<file path="src/rtl/dm_dump_ctrl.sv">
// Streams every data-memory word to the UART, one byte per handshake, little endian.
// Latency: first o_tx_start 3 cycles after i_start (REQ, LATCH, SEND); optional 2-byte header with DM_DUMP_HEADER_EN.
// Backpressure: each byte is held on o_tx_data until i_tx_done; nothing advances while the UART is busy.
module dm_dump_ctrl #(
    parameter int NB_DM_ADDR   = 7,
    parameter int MEMORY_WIDTH = 32,
    parameter int NB_BYTE      = 8
) (
    input  logic                    i_clock,
    input  logic                    i_reset,
    input  logic                    i_start,
    output logic                    o_dm_enable,
    output logic                    o_dm_read_enable,
    output logic [NB_DM_ADDR-1:0]   o_dm_read_address,
    input  logic [MEMORY_WIDTH-1:0] i_dm_data,
    input  logic                    i_tx_done,
    output logic                    o_tx_start,
    output logic [NB_BYTE-1:0]      o_tx_data,
    output logic                    o_busy,
    output logic                    o_done
);

    localparam int BYTES_PER_WORD = MEMORY_WIDTH / NB_BYTE;
    localparam int NB_IDX         = (BYTES_PER_WORD > 1) ? $clog2(BYTES_PER_WORD) : 1;
    localparam logic [NB_IDX-1:0]     LAST_BYTE = NB_IDX'(BYTES_PER_WORD - 1);
    localparam logic [NB_DM_ADDR-1:0] LAST_ADDR = '1;

`ifdef DM_DUMP_HEADER_EN
    localparam logic [NB_BYTE-1:0] HDR_SYNC  = NB_BYTE'(8'hA5);
    localparam logic [NB_BYTE-1:0] HDR_COUNT = NB_BYTE'((2 ** NB_DM_ADDR) - 1);

    typedef enum logic [3:0] {
        IDLE, REQ, LATCH, SEND, WAIT_DONE, NEXT, DONE, HDR0, HDR1
    } state_t;
`else
    typedef enum logic [2:0] {
        IDLE, REQ, LATCH, SEND, WAIT_DONE, NEXT, DONE
    } state_t;
`endif

    state_t                  state_q, state_d;
    logic [NB_DM_ADDR-1:0]   addr_q, addr_d;
    logic [NB_IDX-1:0]       byte_idx_q, byte_idx_d;
    logic [MEMORY_WIDTH-1:0] word_q, word_d;
    logic [NB_BYTE-1:0]      tx_data_q, tx_data_d;
    logic                    tx_start_q, tx_start_d;
    logic                    dm_en_q, dm_en_d;
    logic                    busy_q, busy_d;
    logic                    done_q, done_d;
`ifdef DM_DUMP_HEADER_EN
    // 0: payload, 1: waiting on HDR0 byte, 2: waiting on HDR1 byte
    logic [1:0]              hdr_q, hdr_d;
`endif

    always_ff @(posedge i_clock) begin
        if (i_reset) begin
            state_q    <= IDLE;
            addr_q     <= '0;
            byte_idx_q <= '0;
            word_q     <= '0;
            tx_data_q  <= '0;
            tx_start_q <= 1'b0;
            dm_en_q    <= 1'b0;
            busy_q     <= 1'b0;
            done_q     <= 1'b0;
`ifdef DM_DUMP_HEADER_EN
            hdr_q      <= '0;
`endif
        end else begin
            state_q    <= state_d;
            addr_q     <= addr_d;
            byte_idx_q <= byte_idx_d;
            word_q     <= word_d;
            tx_data_q  <= tx_data_d;
            tx_start_q <= tx_start_d;
            dm_en_q    <= dm_en_d;
            busy_q     <= busy_d;
            done_q     <= done_d;
`ifdef DM_DUMP_HEADER_EN
            hdr_q      <= hdr_d;
`endif
        end
    end

    always_comb begin
        state_d    = state_q;
        addr_d     = addr_q;
        byte_idx_d = byte_idx_q;
        word_d     = word_q;
`ifdef DM_DUMP_HEADER_EN
        hdr_d      = hdr_q;
`endif
        case (state_q)
            IDLE: begin
                if (i_start) begin
                    addr_d     = '0;
                    byte_idx_d = '0;
`ifdef DM_DUMP_HEADER_EN
                    state_d    = HDR0;
`else
                    state_d    = REQ;
`endif
                end
            end
`ifdef DM_DUMP_HEADER_EN
            HDR0: begin
                hdr_d   = 2'd1;
                state_d = WAIT_DONE;
            end
            HDR1: begin
                hdr_d   = 2'd2;
                state_d = WAIT_DONE;
            end
`endif
            REQ:   state_d = LATCH;
            LATCH: begin
                word_d     = i_dm_data;
                byte_idx_d = '0;
                state_d    = SEND;
            end
            // Send cycle: a done pulse coinciding with tx_start is deliberately not looked at.
            SEND:  state_d = WAIT_DONE;
            WAIT_DONE: begin
                if (i_tx_done) begin
`ifdef DM_DUMP_HEADER_EN
                    if (hdr_q == 2'd1) begin
                        state_d = HDR1;
                    end else if (hdr_q == 2'd2) begin
                        hdr_d   = 2'd0;
                        state_d = REQ;
                    end else
`endif
                    if (byte_idx_q == LAST_BYTE) begin
                        state_d = NEXT;
                    end else begin
                        byte_idx_d = byte_idx_q + 1'b1;
                        state_d    = SEND;
                    end
                end
            end
            NEXT: begin
                if (addr_q == LAST_ADDR) begin
                    state_d = DONE;
                end else begin
                    addr_d  = addr_q + 1'b1;
                    state_d = REQ;
                end
            end
            DONE:    state_d = IDLE;
            default: state_d = IDLE;
        endcase
    end

    // Outputs are decoded from the next state so they register alongside it.
    always_comb begin
        tx_data_d  = tx_data_q;
        tx_start_d = 1'b0;
        dm_en_d    = 1'b0;
        busy_d     = (state_d != IDLE) && (state_d != DONE);
        done_d     = (state_d == DONE);
        case (state_d)
            SEND: begin
                tx_start_d = 1'b1;
                tx_data_d  = word_d[int'(byte_idx_d) * NB_BYTE +: NB_BYTE];
                dm_en_d    = 1'b1;
            end
`ifdef DM_DUMP_HEADER_EN
            HDR0: begin
                tx_start_d = 1'b1;
                tx_data_d  = HDR_SYNC;
            end
            HDR1: begin
                tx_start_d = 1'b1;
                tx_data_d  = HDR_COUNT;
            end
            WAIT_DONE: dm_en_d = (hdr_d == 2'd0);
`else
            WAIT_DONE: dm_en_d = 1'b1;
`endif
            REQ, LATCH, NEXT: dm_en_d = 1'b1;
            default: dm_en_d = 1'b0;
        endcase
    end

    assign o_dm_enable       = dm_en_q;
    assign o_dm_read_enable  = dm_en_q;
    assign o_dm_read_address = addr_q;
    assign o_tx_start        = tx_start_q;
    assign o_tx_data         = tx_data_q;
    assign o_busy            = busy_q;
    assign o_done            = done_q;

endmodule

</file>
<file path="config.mk">
export PLATFORM = sky130hd
export DESIGN_NAME = dm_dump_ctrl
export DESIGN_NICKNAME = d
export VERILOG_FILES = /design/src/rtl/dm_dump_ctrl.sv
export SDC_FILE = /design/constraint.sdc
export NUM_CORES = 1
export LEC_CHECK = 0
export BUFFER_PORTS_ARGS = -buffer_cell sky130_fd_sc_hd__buf_2
export CAP_MARGIN = 5
export CORE_MARGIN = 1
export CORE_UTILIZATION = 39
export DETAILED_ROUTE_END_ITERATION = 6
export PLACE_DENSITY = 0.58
export SYNTH_ARGS = -nofsm -noshare
export SYNTH_HDL_FRONTEND = slang
export SYNTH_SLANG_ARGS = --single-unit
</file>
<file path="constraint.sdc">
create_clock -name i_clock -period 3.1 [get_ports i_clock]
set_clock_uncertainty 0.1 [all_clocks]
set_input_delay 0.31 -clock i_clock [delete_from_list [all_inputs] [get_ports i_clock]]
set_output_delay 0.31 -clock i_clock [all_outputs]
set_load 0.02 [all_outputs]
</file>
# After elaboration in Yosys (flattened, before gate mapping)
# Cells that the tools add are included.
word_totals:
  reg_bits: 56
  latchBits: 0
  mem_bits_rw: 0
  rom_bits: 0
  inputBits: 36
  out_inout_bits: 20
  word_cells: 49
  mem_count: 0
op_classes:
  addsub: 2
  mul: 0
  n_div: 0
  n_lt_le_gt_ge: 0
  eq_ne: 16
  shift: 1
  mux: 15
  bitwise: 0
  n_reduce_logical: 6
op_table:
  columns: ["op", "count"]
  rows:
  - ["$mux W32", 1]
  - ["$shiftx A32 B6 Y8", 1]
  - ["$pmux W3 S6", 1]
  - ["$eq A3 B3 Y1 const B", 5]
  - ["$mux W7", 2]
  - ["$pmux W7 S2", 1]
  - ["$eq A3 B2 Y1 const B", 4]
  - ["$mux W3", 4]
  - ["$add A7 B1 Y7 const B", 1]
  - ["$eq A7 B7 Y1 const B", 1]
  - ["$eq A3 B1 Y1 const B", 2]
  - ["$mux W2", 3]
  - ["$pmux W2 S3", 1]
  - ["$reduce_or A5 Y1", 1]
  - ["$ne A2 B2 Y1 const B", 2]
  - ["$logic_not A3 Y1", 1]
  - ["$ne A3 B3 Y1 const B", 1]
  - ["$reduce_and A3 Y1", 1]
  - ["$reduce_bool A3 Y1", 1]
  - ["$add A2 B1 Y2 const B", 1]
  - ["$eq A2 B2 Y1 const B", 1]
  - ["$mux W1", 2]
  - ["$reduce_bool A2 Y1", 1]
  - ["$logic_and A1 B1 Y1", 1]

# Longest topological paths before layout
logic_depth:
  depth_word: 7
  mapped_depth: 6
  mapped_depth_nobuf: 6

# Least setup slack after synthesis
# OpenSTA, ideal clock, no wires.
synth_timing:
  path_kind: "reg-to-reg"
  from: "register state_q[2]"
  to: "register tx_data_q[3] (netlist: o_tx_data[3])"
  setup_ns: 0.086
  t_arrival_ns: 1.955
  required_time_ns: 2.914
  setup_slack_ns: 0.959
  stages_incl_launch_ff: 6
  n_path_buf: 1
  synth_period_minus_slack_ns: 2.141
  cell_sequence: "dfxtp_1 -> buf_2 -> nand2_1 -> o31ai_4 -> mux4_1 -> a211oi_1"
synth_between:
  elab_chain_len: 3
  word_cells_on_any_way: 13
  cone_classes: "6 x eq/ne; 1 x shift; 5 x mux; 1 x reduce/logical"
synth_rtl:
  columns: ["item", "line", "text"]
  rows:
  - ["start, declared", "41", "state_t state_q, state_d;"]
  - ["start signal, assigned", "70", "state_q <= state_d;"]
  - ["$eq A3 B3 Y1, or another cell as far along", "93", "case (state_q)"]
  - ["$pmux W2 S3, or another cell as far along", "93", null]
  - ["$shiftx A32 B6 Y8 / $eq A3 B2 Y1 (equally long branches)", "164, 161", null]
  - ["end signal, assigned", "74", "tx_data_q <= tx_data_d;"]
  - ["end, declared", "45", "logic [NB_BYTE-1:0] tx_data_q, tx_data_d;"]
# Several ways; a longest one is shown, not always the timed one.
# A chain may end at the register's enable or synchronous reset.

# Worst setup path in the final report
layout_timing:
  from: "register state_q[1]"
  to: "register tx_data_q[4] (netlist: o_tx_data[4])"
# The elaborated chain is that of the path after synthesis.

==> metrics.txt <==
Avg WL per Cell 12.8 um; worst rel slew slack 41.8%; reg2reg end o_tx_data[4]; asr flop ratio synth 0%; Core Util, Final 47.4%; core area 0.00589 mm^2; DP HPWL 3.27 mm; worst setup margin 0.558 ns; die area 0.00640 mm^2; largest net degree at the start of global routing 50; CP startpoint state_q[1]; delay-heaviest family, CP compound AO/OA/AOI/OAI gates; Resized cells post-CTS 0; crit path DAT 2.66 ns; Seq cells post-synth 56; synth warn 0; Final Cell Area 0.00279 mm^2; cts bufs inserted 5; Hold-fix buffers, CTS 0; highest clock rate 0.393 GHz; WP data required 3.22 ns; share of layout cells above drive strength 1 27.2%; fin. max-slew vios 0; placer congestion estimate 0.779; Reg-to-Reg Start state_q[1]; Die Height 80.0 um; number of inserted diodes 0; r2r setup slk 0.56 ns; Stages on worst setup path 6; P&R area growth vs syn 17.6%; nature of the critical path startpoint flip-flop; first-pass GRT wire length 7.32 mm; VDD IR max 264 uV; syn_nets 268; DR pass1 iterations 4; buffers and inverters on the worst path 1; H-Tree Level Count 2; Worst Tran Pin Value 0.873 ns; Sinks on Clock Net 56; # setup viols final 0; Max Cap Violations 0; DRC viols 0; sequential element share of the synthesized area 47.3%; Via density 4.84; Die W 80.0 um; Cell Chain, Critical Path nor2_1 -> nand2_1 -> o31ai_4 -> buf_4 -> mux4_1 -> a211oi_1; Syn Inst Count 231; Place WS 0.551 ns; number of setup buffers added after CTS 0; DP Area 0.00270 mm^2; Leak 1.10 nW; crit-path max cell delay 0.55 ns; gr usage total 14.9%; most frequent cells in the layout nor2_1, dfxtp_1, buf_2; Setup crit end kind flip-flop; Buffers on Ports 55; CP Class flip-flop to flip-flop; status finished clean; slowest CP cell mux4_1; final antenna-violating net count 0; critical path endpoint o_tx_data[4]; mapped cell area 0.00237 mm^2; Routed WL 4.64 mm; Hold Vio Cnt, Final 0; Skew-Pair Late Insertion Delay 0.31 ns; Initial Util 40.3%; final hold slack 0.149 ns; ys flop type dfxtp_1; Finished Layout Cells 362; Hold Crit Class primary input to flip-flop; Fin Setup TNS 0 ns; Final nets 323; Std-Cell Rows 28; Post-Syn Area per Cell 10.3 um^2; synth unique cells 35; Pwr Density 512 mW/mm^2; final clock period utilization by the worst path 82.0%; min Tclk post-route 2.54 ns; antenna violations before repair 0; Vias 1753; grt ovf 0; clock-pin slew on the worst setup and hold paths 0.10 ns; FF-to-FF path depth 6; CTS tree built; vias in the first global route 1555; Cells after DPL 354; Clock Path Buffers 2; total power 1.43 mW; commonest non-fill, non-tap cell in the layout nor2_1; I/O Pins 56; drt initial violations 93; crit-path max FO 12; clk root buf clkbuf_8; RSZ-0062 raised after global routing no; number of flops mapped to enable cells by yosys 0
[worst register-to-register path, stage by stage (launching register included)]
cell      delay [ns]
dfxtp_1         0.43
nor2_1          0.26
nand2_1         0.15
o31ai_4         0.49
buf_4           0.24
mux4_1          0.55
a211oi_1        0.24
[Yosys cell counts, types with 2 or more instances]
cell	n	area share (%)
mux2i_1	33	14
nor3_1	3	0.63
nand3_1	2	0.42
dfxtp_1	56	47
mux4_2	4	3.8
a211oi_1	10	3.2
a21o_1	2	0.63
mux4_1	4	4.4
xnor2_1	6	2.2
nand2_1	9	1.4
inv_1	4	0.63
buf_2	2	0.42
a21oi_1	6	1.3
clkbuf_1	6	0.95
nor2b_1	3	0.79
o21ai_0	2	0.42
buf_6	4	1.9
nor2_1	57	9.0
a31oi_1	2	0.53
[metal layers]
layer	vias to the layer above	global-route usage (%)	wire [um]
met4	0	3.75	29
met1	791	21.5	2290
li1	915	-	-
met2	42	21.6	2070
met3	5	4.34	253
met5	-	0	0
[layout make-up]
cell class,count,area (um^2)
multi-input cells,157,1150
well taps,75,93.8
flip-flops and latches,56,1120
inverters,5,18.8
clock buffers,6,72.6
clock inverters,2,16.3
fillers,589,3100
repair buffers,61,320
[power breakdown]
| part | internal, mW | total (mW) | leakage, nW | switching, mW |
|---|---|---|---|---|
| Combinational | 0.106 | 0.243 | 0.600 | 0.136 |
| Clock | 0.162 | 0.406 | 0.0414 | 0.245 |
| Sequential | 0.762 | 0.780 | 0.455 | 0.0183 |
[sequential cells by signal, summed over array words and instances (netlist names)]
signal	count
state_q	3
o_tx_data	8
o_done	1
o_busy	1
word_q	32
o_dm_read_address	7
byte_idx_q	2
o_tx_start	1
o_dm_enable	1
[cell families (layout without fill, tap and decap cells)]
logic type,Yosys count,after routing,synth area share [%]
simple gates,79,79,14.2
flops,56,56,47.3
mux,41,41,22.2
compound gates,30,30,9.23
buf+inv,18,74,4.38
xor+xnor,6,6,2.22
fa+ha+maj,1,1,0.528
[worst min path at each step]
stage	startpoint	endpoint	slack [ns]	depth (start not counted)
5_1_grt	i_dm_data[13]	word_q[13]	0.16	3
2_1_floorplan	word_q[11]	word_q[11]	0.35	2
4_1_cts	i_dm_data[13]	word_q[13]	0.15	3
3_5_place_dp	word_q[12]	word_q[12]	0.37	2
6_report	i_dm_data[13]	word_q[13]	0.15	3
3_3_place_gp	word_q[22]	word_q[22]	0.37	2
No activity file was read; power rests on OpenSTA's default activity.
